--- config.mk ---
export PLATFORM = sky130hd
export DESIGN_NAME = dircc_stream_packet_buffer_flat
export DESIGN_NICKNAME = d
export VERILOG_FILES = /design/src/rtl/dircc_stream_packet_buffer_if.sv /design/src/rtl/dircc_stream_packet_buffer.sv /design/src/flat_wrapper.sv
export SDC_FILE = /design/constraint.sdc
export NUM_CORES = 2
export LEC_CHECK = 0
export BUFFER_PORTS_ARGS = -buffer_cell sky130_fd_sc_hd__buf_4
export CELL_PAD_IN_SITES_DETAIL_PLACEMENT = 0
export CELL_PAD_IN_SITES_GLOBAL_PLACEMENT = 1
export CORE_AREA = 5 5 455 457
export DETAILED_ROUTE_END_ITERATION = 7
export DIE_AREA = 0 0 460 462
export PLACE_DENSITY = 0.69
export SLEW_MARGIN = 10
export SYNTH_ARGS = -nofsm -noshare
export SYNTH_HDL_FRONTEND = slang
export SYNTH_SLANG_ARGS = --single-unit
--- constraint.sdc ---
create_clock -name clk_clk -period 5.85 [get_ports clk_clk]
set_input_delay 0.2925 -clock clk_clk [delete_from_list [all_inputs] [get_ports clk_clk]]
set_output_delay 0.2925 -clock clk_clk [all_outputs]
set_load 0.02 [all_outputs]
--- src/rtl/dircc_stream_packet_buffer_if.sv ---
// Avalon-ST stream bundle used on both the fabric side and the node side of the packet buffer.
interface dircc_stream_packet_buffer_if #(
    parameter int DATA_W  = 32,
    parameter int EMPTY_W = 2
);
    logic               valid;
    logic               ready;
    logic [DATA_W-1:0]  data;
    logic               startofpacket;
    logic               endofpacket;
    logic [EMPTY_W-1:0] empty;

    modport master (output valid, data, startofpacket, endofpacket, empty, input ready);
    modport slave  (input valid, data, startofpacket, endofpacket, empty, output ready);
endinterface

--- src/rtl/dircc_stream_packet_buffer.sv ---
// Store-and-forward packet buffer with destination filtering; only committed packets are released.
// Optional DIRCC_PKT_DROP_CNT_EN adds a saturating drop counter with synchronous clear.
module dircc_stream_packet_buffer #(
    parameter int          DATA_W     = 32,
    parameter int          EMPTY_W    = 2,
    parameter int          DEPTH      = 64,
    parameter logic [31:0] BCAST_ADDR = 32'hFFFF_FFFF
) (
    input  logic                         clk_clk,
    input  logic                         reset_reset,
    input  logic [31:0]                  address_address,
    dircc_stream_packet_buffer_if.slave  stream_in,
    dircc_stream_packet_buffer_if.master stream_out,
    output logic [$clog2(DEPTH):0]       pkt_count,
    output logic                         drop_pulse
`ifdef DIRCC_PKT_DROP_CNT_EN
    ,
    output logic [15:0]                  drop_count,
    input  logic                         drop_count_clr
`endif
);
    localparam int AW     = $clog2(DEPTH);
    localparam int PW     = AW + 1;
    localparam int WORD_W = DATA_W + EMPTY_W + 2;
    localparam logic [PW-1:0] DEPTH_P = PW'(DEPTH);
    localparam logic [PW-1:0] ONE_P   = PW'(1);

    // state  | meaning
    // IDLE   | between packets, waiting for a sop
    // ACCEPT | storing a matched packet speculatively past commit_ptr
    // DROP   | discarding beats until eop
    typedef enum logic [1:0] {IDLE, ACCEPT, DROP} state_t;

    state_t            state;
    logic              drop_quiet;
    logic [PW-1:0]     wr_ptr, commit_ptr, rd_ptr, rd_next;
    logic [WORD_W-1:0] mem [DEPTH];
    logic [WORD_W-1:0] in_word, rd_word;
    logic              full, in_ready, in_fire, hdr_match, sop_ok, overflow;
    logic              commit_now, mem_we, out_fire, out_eop_fire;
    logic [AW-1:0]     mem_waddr;

    assign in_word   = {stream_in.startofpacket, stream_in.endofpacket, stream_in.empty, stream_in.data};
    assign full      = (wr_ptr - rd_ptr) == DEPTH_P;
    assign in_ready  = !reset_reset && !(state != DROP && full);
    assign stream_in.ready = in_ready;
    assign in_fire   = stream_in.valid && in_ready;
    assign hdr_match = (stream_in.data[31:0] == address_address) || (stream_in.data[31:0] == BCAST_ADDR);
    // A sop seen in ACCEPT aborts the open packet and is then judged exactly like one seen in IDLE.
    assign sop_ok    = in_fire && stream_in.startofpacket && (state != DROP);
    assign overflow  = (state == ACCEPT) && full && (commit_ptr == rd_ptr);
    assign commit_now = in_fire && stream_in.endofpacket &&
                        ((sop_ok && hdr_match) || (state == ACCEPT && !stream_in.startofpacket));
    assign mem_we    = (sop_ok && hdr_match) || (in_fire && state == ACCEPT && !stream_in.startofpacket);
    assign mem_waddr = stream_in.startofpacket ? commit_ptr[AW-1:0] : wr_ptr[AW-1:0];

    always_ff @(posedge clk_clk) begin
        if (mem_we) mem[mem_waddr] <= in_word;
    end

    always_ff @(posedge clk_clk) begin
        if (reset_reset) begin
            state      <= IDLE;
            wr_ptr     <= '0;
            commit_ptr <= '0;
            drop_pulse <= 1'b0;
            drop_quiet <= 1'b0;
        end else begin
            drop_pulse <= 1'b0;
            if (sop_ok) begin
                if (state == ACCEPT) drop_pulse <= 1'b1;
                if (hdr_match) begin
                    wr_ptr <= commit_ptr + ONE_P;
                    if (stream_in.endofpacket) begin
                        commit_ptr <= commit_ptr + ONE_P;
                        state      <= IDLE;
                    end else begin
                        state <= ACCEPT;
                    end
                end else begin
                    wr_ptr <= commit_ptr;
                    if (stream_in.endofpacket) begin
                        drop_pulse <= 1'b1;
                        state      <= IDLE;
                    end else begin
                        drop_quiet <= 1'b0;
                        state      <= DROP;
                    end
                end
            end else begin
                case (state)
                    ACCEPT: begin
                        // Oversized packet: already reported here, so its later eop stays silent.
                        if (overflow) begin
                            wr_ptr     <= commit_ptr;
                            drop_pulse <= 1'b1;
                            drop_quiet <= 1'b1;
                            state      <= DROP;
                        end else if (in_fire) begin
                            wr_ptr <= wr_ptr + ONE_P;
                            if (stream_in.endofpacket) begin
                                commit_ptr <= wr_ptr + ONE_P;
                                state      <= IDLE;
                            end
                        end
                    end
                    DROP: begin
                        if (in_fire && stream_in.endofpacket) begin
                            drop_pulse <= !drop_quiet;
                            state      <= IDLE;
                        end
                    end
                    default: ;
                endcase
            end
        end
    end

    assign out_fire     = stream_out.valid && stream_out.ready;
    assign out_eop_fire = out_fire && stream_out.endofpacket;

    always_ff @(posedge clk_clk) begin
        if (reset_reset) begin
            pkt_count <= '0;
        end else if (commit_now && !out_eop_fire) begin
            pkt_count <= pkt_count + ONE_P;
        end else if (!commit_now && out_eop_fire) begin
            pkt_count <= pkt_count - ONE_P;
        end
    end

    // rd_ptr only advances on a transfer, so the output register always mirrors mem[rd_ptr].
    assign rd_next = out_fire ? rd_ptr + ONE_P : rd_ptr;
    assign rd_word = mem[rd_next[AW-1:0]];

    always_ff @(posedge clk_clk) begin
        if (reset_reset) begin
            rd_ptr                   <= '0;
            stream_out.valid         <= 1'b0;
            stream_out.startofpacket <= 1'b0;
            stream_out.endofpacket   <= 1'b0;
            stream_out.empty         <= '0;
            stream_out.data          <= '0;
        end else begin
            rd_ptr <= rd_next;
            if (rd_next != commit_ptr) begin
                stream_out.valid <= 1'b1;
                {stream_out.startofpacket, stream_out.endofpacket,
                 stream_out.empty, stream_out.data} <= rd_word;
            end else begin
                stream_out.valid <= 1'b0;
            end
        end
    end

`ifdef DIRCC_PKT_DROP_CNT_EN
    always_ff @(posedge clk_clk) begin
        if (reset_reset || drop_count_clr) begin
            drop_count <= '0;
        end else if (drop_pulse && drop_count != 16'hFFFF) begin
            drop_count <= drop_count + 16'd1;
        end
    end
`endif
endmodule

--- src/flat_wrapper.sv ---
// flat-port wrapper written by rule: the top's interface ports become plain ports
module dircc_stream_packet_buffer_flat 
#(
    parameter int          DATA_W     = 32,
    parameter int          EMPTY_W    = 2,
    parameter int          DEPTH      = 64,
    parameter logic [31:0] BCAST_ADDR = 32'hFFFF_FFFF
)
  (clk_clk, reset_reset, address_address, pkt_count, drop_pulse, stream_in_valid, stream_in_data, stream_in_startofpacket, stream_in_endofpacket, stream_in_empty, stream_in_ready, stream_out_valid, stream_out_data, stream_out_startofpacket, stream_out_endofpacket, stream_out_empty, stream_out_ready);
  dircc_stream_packet_buffer_if #(.DATA_W(DATA_W), .EMPTY_W(EMPTY_W)) stream_in_i ();
  dircc_stream_packet_buffer_if #(.DATA_W(DATA_W), .EMPTY_W(EMPTY_W)) stream_out_i ();
  input  logic clk_clk;
  input  logic reset_reset;
  input  logic [31:0] address_address;
  output logic [$clog2(DEPTH):0] pkt_count;
  output logic drop_pulse;
  input wire logic [$bits(stream_in_i.valid)-1:0] stream_in_valid;
  input wire logic [$bits(stream_in_i.data)-1:0] stream_in_data;
  input wire logic [$bits(stream_in_i.startofpacket)-1:0] stream_in_startofpacket;
  input wire logic [$bits(stream_in_i.endofpacket)-1:0] stream_in_endofpacket;
  input wire logic [$bits(stream_in_i.empty)-1:0] stream_in_empty;
  output wire logic [$bits(stream_in_i.ready)-1:0] stream_in_ready;
  output wire logic [$bits(stream_out_i.valid)-1:0] stream_out_valid;
  output wire logic [$bits(stream_out_i.data)-1:0] stream_out_data;
  output wire logic [$bits(stream_out_i.startofpacket)-1:0] stream_out_startofpacket;
  output wire logic [$bits(stream_out_i.endofpacket)-1:0] stream_out_endofpacket;
  output wire logic [$bits(stream_out_i.empty)-1:0] stream_out_empty;
  input wire logic [$bits(stream_out_i.ready)-1:0] stream_out_ready;
  assign stream_in_i.valid = stream_in_valid;
  assign stream_in_i.data = stream_in_data;
  assign stream_in_i.startofpacket = stream_in_startofpacket;
  assign stream_in_i.endofpacket = stream_in_endofpacket;
  assign stream_in_i.empty = stream_in_empty;
  assign stream_in_ready = stream_in_i.ready;
  assign stream_out_valid = stream_out_i.valid;
  assign stream_out_data = stream_out_i.data;
  assign stream_out_startofpacket = stream_out_i.startofpacket;
  assign stream_out_endofpacket = stream_out_i.endofpacket;
  assign stream_out_empty = stream_out_i.empty;
  assign stream_out_i.ready = stream_out_ready;
  dircc_stream_packet_buffer #(.DATA_W(DATA_W), .EMPTY_W(EMPTY_W), .DEPTH(DEPTH), .BCAST_ADDR(BCAST_ADDR)) u_core (.clk_clk(clk_clk), .reset_reset(reset_reset), .address_address(address_address), .stream_in(stream_in_i), .stream_out(stream_out_i), .pkt_count(pkt_count), .drop_pulse(drop_pulse));
endmodule
# Word level (Yosys, flattened, before mapping)
# Memories as Yosys holds them, arrays and structs flattened. A register that Yosys moved wholly into a read port is not among the register bits.
# Cells that the tools add are included.
word_totals:
  register_bits: 33
  mem_bits_rw: 2304
  out_inout_bits: 46
  memories: 1
memory_table:
  columns: ["memory", "depth", "word_bits", "read_ports", "rd_clocked_by_memory_dff", "wr", "line", "text"]
  rows:
  - ["u_core.mem", 64, 36, 1, 1, 1, "dircc_stream_packet_buffer.sv:37", "logic [WORD_W-1:0] mem [DEPTH];"]
op_classes:
  addsub: 6
  n_eq_ne: 17
  n_mux: 40
  reduce_logical: 36
ops:
  columns: ["operator", "n"]
  rows:
  - ["7-bit 2-to-1 mux", 15]
  - ["32-bit == test", 1]
  - ["32-bit == test, second input constant", 1]
  - ["7-bit by 1-bit adder with 7-bit output, second input constant", 4]
  - ["1-bit logical AND", 17]
  - ["1-bit 2-to-1 mux", 15]
  - ["2-bit 2-to-1 mux", 7]
  - ["2-bit != test, second input constant", 4]
  - ["4-bit AND reduction", 2]
  - ["2-bit nonzero test", 4]
  - ["7-bit == test", 1]
  - ["7-bit == test, second input constant", 1]
  - ["7-bit != test", 1]
  - ["7-bit by 1-bit subtractor with 7-bit output, second input constant", 1]
  - ["7-bit subtractor", 1]
  - ["1-bit logical NOT", 6]
  - ["6-bit 2-to-1 mux", 1]
  - ["6-bit AND reduction", 1]
  - ["3-bit nonzero test", 2]
  - ["2-bit by 1-bit != test with 1-bit output, second input constant", 2]
  - ["4-bit by 1-bit != test with 1-bit output, second input constant", 1]
  - ["4-bit by 2-bit != test with 1-bit output, second input constant", 1]
  - ["2-bit case mux with 2 select lines", 1]
  - ["1-bit logical OR", 3]
  - ["6 further kinds", 6]

# Depth between registers and ports, before layout
depth:
  depth_word: 15
  ltp_mapped: 19
  mapped_depth_nobuf: 19

# Worst setup path before layout
# OpenSTA, ideal clock, no wires.
synth_timing:
  path_type: "reg2reg"
  startpoint: "reg u_core.rd_ptr[3]"
  endpoint: "mem u_core.mem[0][0] (netlist name), enable pin"
  setup_ns: 0.429
  arrival_time_ns: 4.043
  required_time_ns: 5.421
  path_slack_ns: 1.377
  path_stages_with_launch: 11
  path_buffers: 0
  period_less_slack_ns: 4.473
  path_cell_list: "dfxtp_1 -> inv_1 -> ha_1 -> or3b_1 -> a32oi_2 -> nor4_2 -> nand3_1 -> nand3_1 -> a21boi_0 -> nand2_1 -> nor2_1"
synth_via:
  elab_chain_cells: 12
synth_rtl:
  columns: ["element", "line", "text"]
  rows:
  - ["start, declared", "dircc_stream_packet_buffer.sv:36", "logic [PW-1:0] wr_ptr, commit_ptr, rd_ptr, rd_next;"]
  - ["start signal, assigned", "dircc_stream_packet_buffer.sv:145", "rd_ptr <= rd_next;"]
  - ["7-bit subtractor *", "dircc_stream_packet_buffer.sv:44", "assign full = (wr_ptr - rd_ptr) == DEPTH_P;"]
  - ["7-bit == test *", "dircc_stream_packet_buffer.sv:44", null]
  - ["1-bit logical AND *", "dircc_stream_packet_buffer.sv:45", "assign in_ready = !reset_reset && !(state != DROP && full);"]
  - ["1-bit logical NOT *", "dircc_stream_packet_buffer.sv:45", null]
  - ["1-bit logical AND *", "dircc_stream_packet_buffer.sv:45", null]
  - ["1-bit logical AND *", "dircc_stream_packet_buffer.sv:47", "assign in_fire = stream_in.valid && in_ready;"]
  - ["1-bit logical AND (2 in series)", "dircc_stream_packet_buffer.sv:50", "assign sop_ok = in_fire && stream_in.startofpacket && (state != DROP);"]
  - ["1-bit logical AND", "dircc_stream_packet_buffer.sv:54", "assign mem_we = (sop_ok && hdr_match) || (in_fire && state == ACCEPT && !stream_in.startofpacket);"]
  - ["1-bit logical OR *", "dircc_stream_packet_buffer.sv:54", null]
  - ["1-bit 2-to-1 mux *", "dircc_stream_packet_buffer.sv:58", "if (mem_we) mem[mem_waddr] <= in_word;"]
  - ["1-bit 2-to-1 mux (not written as such) *", "dircc_stream_packet_buffer.sv:58", null]
  - ["end, declared", "dircc_stream_packet_buffer.sv:37", null]
# Every way passes the cells marked *; elsewhere a longest branch is shown, timed or not.

# Worst setup path after layout
layout_timing:
  startpoint: "in stream_in_data[19]"
  endpoint: "reg u_core.pkt_count[6]"
layout_via:
  elab_chain_cells: 8
layout_rtl:
  columns: ["element", "line", "text"]
  rows:
  - ["start, declared", "flat_wrapper.sv:18", "input wire logic [$bits(stream_in_i.data)-1:0] stream_in_data;"]
  - ["32-bit == test", "dircc_stream_packet_buffer.sv:48", "assign hdr_match = (stream_in.data[31:0] == address_address) || (stream_in.data[31:0] == BCAST_ADDR);"]
  - ["1-bit logical OR *", "dircc_stream_packet_buffer.sv:48", null]
  - ["1-bit logical AND *", "dircc_stream_packet_buffer.sv:53", "((sop_ok && hdr_match) || (state == ACCEPT && !stream_in.startofpacket));"]
  - ["1-bit logical OR *", "dircc_stream_packet_buffer.sv:53", null]
  - ["1-bit logical AND *", "dircc_stream_packet_buffer.sv:52", "assign commit_now = in_fire && stream_in.endofpacket &&"]
  - ["1-bit logical NOT", "dircc_stream_packet_buffer.sv:127", "end else if (!commit_now && out_eop_fire) begin"]
  - ["1-bit logical AND", "dircc_stream_packet_buffer.sv:127", null]
  - ["2-bit nonzero test (no source line)", null, null]
  - ["end signal, assigned", "dircc_stream_packet_buffer.sv:126", "pkt_count <= pkt_count + ONE_P;"]
  - ["end signal, assigned", "dircc_stream_packet_buffer.sv:128", "pkt_count <= pkt_count - ONE_P;"]
  - ["end, declared", "dircc_stream_packet_buffer.sv:14", "output logic [$clog2(DEPTH):0] pkt_count,"]
# Marked as above.
# A chain may end at the register's enable or synchronous reset.

==> results.py <==
metrics = {
    "status": {
        "status": "finished clean",
    },
    "sta": {
        "slew_headroom_pct": 14.0,
        "period_share_pct": 90.1,
        "worstMarginPinSlew_ps": 1280,
        "hold_viol_final": 0,
        "finClkSkew_ps": 55.5,
        "finalSetupTns_ps": 0,
        "period_needed_ps": 5270,
        "fin_hold_ws_ps": 5.02,
        "slew_violations": 0,
        "setup_viol": 0,
        "setup_ws_ps": 580,
        "clock.fmax_mhz": 190,
        "rsz0062_at_grt": "false",
    },
    "place": {
        "hpwl_mm": 139,
        "post-place-ws_ps": 408,
        "postPlaceCellArea_um2": 96800,
        "port_buffers": 117,
        "placed_cells_incl_taps": 6885,
        "gp_congestion": 0.837,
    },
    "critical_path": {
        "crit_buf_inv": 4,
        "worstPathRequired_ps": 6560,
        "endpoint_kind": "flop",
        "criticalPathCategory": "in -> reg",
        "crit_chain": "dlygate4sd3_1 -> buf_4 -> xor2_1 -> nor4_1 -> nand4_1 -> o21ai_0 -> buf_4 -> nand3_1 -> a21oi_1 -> ha_1 -> inv_1 -> ha_1 -> nor2b_1 -> o21ai_0 -> a21boi_0 -> o21a_1 -> or3_1 -> a21oi_1 -> xnor2_1 -> nor2_1",
        "slowest_delay_ps": 1070,
        "regToRegSetupSlack_ps": 1070,
        "startpoint_type": "input port",
        "cp_top_family": "simple AND/OR/NAND/NOR gates",
        "worstPathArrival_ps": 5980,
        "reg2regPathDepth": 19,
        "worstReg2RegEnd": "u_core.pkt_count[6]",
        "critPathMaxFanout": 34,
        "r2r_start": "u_core.rd_ptr[3]",
        "slowest_stage": "nor4_1",
    },
    "drt": {
        "dr.first_iter.drc_count": 5267,
        "drc": 0,
        "wl_per_cell_um": 33.3,
        "avgViaCountPerCell": 6.16,
        "routed_wl_mm": 244,
        "vias": 45200,
        "ant_nets": 0,
        "first_pass_iters": 6,
    },
    "synth": {
        "synth.largest_area_cell": "edfxtp_1",
        "synth_area_um2": 90400,
        "synth.ff_latch_count": 2373,
        "synth_common_cells": "2,304 x edfxtp_1, 576 x mux4_2, 290 x o22ai_1, 109 x nor2_1, 103 x buf_2",
        "synth-edff-count": 2304,
        "yosysMostFrequentCell": "edfxtp_1",
        "netlist_instances": 4075,
        "synth.avg_cell_area_um2": 22.2,
        "synth_top_area_share_pct": 76.6,
        "ys_warn_count": 0,
        "syn_nets": 4165,
        "ys_seq_area_share_pct": 78.1,
        "ys.flop_type": "edfxtp_1",
        "async_flop_share_pct": 0,
        "synth_cell_types": 76,
        "yosys-top-cells-area": "edfxtp_1 77%, mux4_2 14%, o22ai_1 2.0%",
    },
    "clocking": {
        "worstSkewPairLatency_ps": 880,
        "root_buffer": "clkbuf_16",
        "cts_tree": "built",
        "cts_resized": 0,
        "clockBufferDepth": 3,
        "path_clk_slew_ps": 60,
        "htreeDepth": 4,
        "post_cts_buffers": 0,
        "cts.sink_count": 2373,
        "numCtsBuffers": 223,
    },
    "run": {
        "cap_violations": 0,
    },
    "floorplanning": {
        "die_area_um2": 213000,
        "die_width_um": 460,
        "io_pins": 118,
        "fp-row-count": 166,
        "die_y_um": 462,
        "core_um2": 203000,
        "start_util_pct": 44.5,
    },
    "worst_hold_path": {
        "worst_hold_path.endpoint": "u_core.mem[24][21]",
        "hold_depth": 1,
        "hold_class": "in -> reg",
        "worstHoldStart": "stream_in_data[21]",
    },
    "layout": {
        "postLayoutCellArea_um2": 105000,
        "syn2layout_area_growth_pct": 15.9,
        "fin_cells": 7332,
        "drive_above_1_share_pct": 28.9,
        "post-route-util_pct": 51.6,
        "final_nets": 4541,
    },
    "grt": {
        "gr-total-overflow": 0,
        "grt_pass1_wl_mm": 343,
        "antenna_found_initial": 2,
        "grt_pass1_vias": 45500,
        "grt_start_max_net_pins": 98,
        "gr-usage-all-layers_pct": 22.9,
    },
    "power_and_ir_drop": {
        "p_sw_mw": 7.43,
        "p_per_area_nw_per_um2": 339,
        "p_leak_nw": 33.2,
        "sw_frac_of_total_pct": 20.9,
        "vdd_ir_drop_max_mv": 0.300,
        "finalPower_mw": 35.5,
        "p_seq_share_pct": 52.7,
        "p_clk_share_pct": 42.1,
        "pwr-share-comb_pct": 5.2,
        "intPower_mw": 28.1,
    },
}
sequential cells by signal (all words and copies together) (netlist names):
signal / flops
u_core.wr_ptr: 7
u_core.stream_out.valid: 1
u_core.rd_ptr: 7
u_core.stream_out.empty: 2
u_core.drop_pulse: 1
u_core.stream_out.data: 32
u_core.mem: 2304
u_core.pkt_count: 7
u_core.stream_out.endofpacket: 1
u_core.stream_out.startofpacket: 1
u_core.state: 2
u_core.drop_quiet: 1
u_core.commit_ptr: 7
metal layers:
| metal | vias up | global-route usage (%) | wire, um |
|---|---|---|---|
| met1 | 24300 | 30.5 | 93400 |
| met3 | 446 | 3.80 | 18400 |
| met5 | - | 0 | 13 |
| met4 | 2 | 10.2 | 12100 |
| li1 | 18200 | - | - |
| met2 | 2174 | 37.7 | 120000 |
power by group through the flow:
| stage | Combinational [mW] | Clock, mW | Sequential, mW |
|---|---|---|---|
| 2_1_floorplan | 1.11 | 0 | 19.1 |
| 3_3_place_gp | 1.84 | 0 | 19.1 |
| 3_5_place_dp | 1.86 | 0 | 19.1 |
| 4_1_cts | 1.88 | 15.2 | 18.7 |
| 5_1_grt | 1.98 | 15.9 | 18.7 |
| 6_report | 1.86 | 15.0 | 18.7 |
area by class of cell:
cell class,instances,area [um^2]
clock buffer,271,5790
multi-input combinational,1431,19100
fill,15700,98400
antenna,1,2.50
timing repair buffer,365,3880
sequential,2373,70600
inverter,57,214
clock inverter,146,1850
tap,2688,3360
layout by cell type (no fill, tap or decap), drive strengths merged, types with 3 or more instances in the layout:
master	synthesis	layout
edfxtp	2304	2304
mux4	576	576
buf	163	336
o22ai	290	290
clkbuf	51	271
nor2	109	109
clkinv	0	95
nor4	84	84
dfxtp	69	69
inv	57	65
o21ai	51	51
xor2	41	41
a22oi	38	38
bufinv	0	35
nand2	29	29
dlygate4sd3	0	29
a21oi	21	21
nand3	21	21
xnor2	20	20
ha	17	17
nand4	15	15
nand2b	9	9
nor2b	9	9
and3	8	8
clkinvlp	0	8
or3	8	8
nor3	7	7
a211oi	7	7
o31ai	5	5
o32ai	5	5
mux2i	5	5
o21a	4	4
a21o	4	4
and2	4	4
nand3b	3	3
mux2	3	3
a21boi	3	3
a211o	3	3
worst max-delay path by stage:
stage | cells after the start | start | slack, ps | endpoint
global route | 20 | stream_in_data[19] | 560 | u_core.pkt_count[6]
finish | 20 | stream_in_data[19] | 580 | u_core.pkt_count[6]
detailed placement | 19 | stream_in_data[19] | 410 | u_core.pkt_count[6]
global placement | 19 | stream_in_data[31] | -180 | u_core.pkt_count[6]
CTS | 20 | stream_in_data[19] | 750 | u_core.pkt_count[6]
floorplan | 10 | u_core.rd_ptr[3] | 1380 | u_core.mem[0][0]
logic make-up (layout without fill, tap and decap cells):
| logic type | after synthesis | after routing | synth area share [%] |
|---|---|---|---|
| fa+ha+maj | 18 | 18 | 0.258 |
| buf+inv | 271 | 839 | 1.46 |
| other cells | 0 | 1 | 0 |
| compound gates | 451 | 451 | 3.24 |
| flops | 2373 | 2373 | 78.1 |
| xor+xnor | 61 | 61 | 0.629 |
| simple gates | 317 | 317 | 1.85 |
| mux | 584 | 584 | 14.5 |
what timing repair did:
| item | in CTS | in global routing |
|---|---|---|
| hold endpoints to repair | 882 | 0 |
| hold buffers | 29 | 0 |
| setup endpoints to repair | 0 | 0 |
Note: power is estimated with default switching activity, not from simulation.
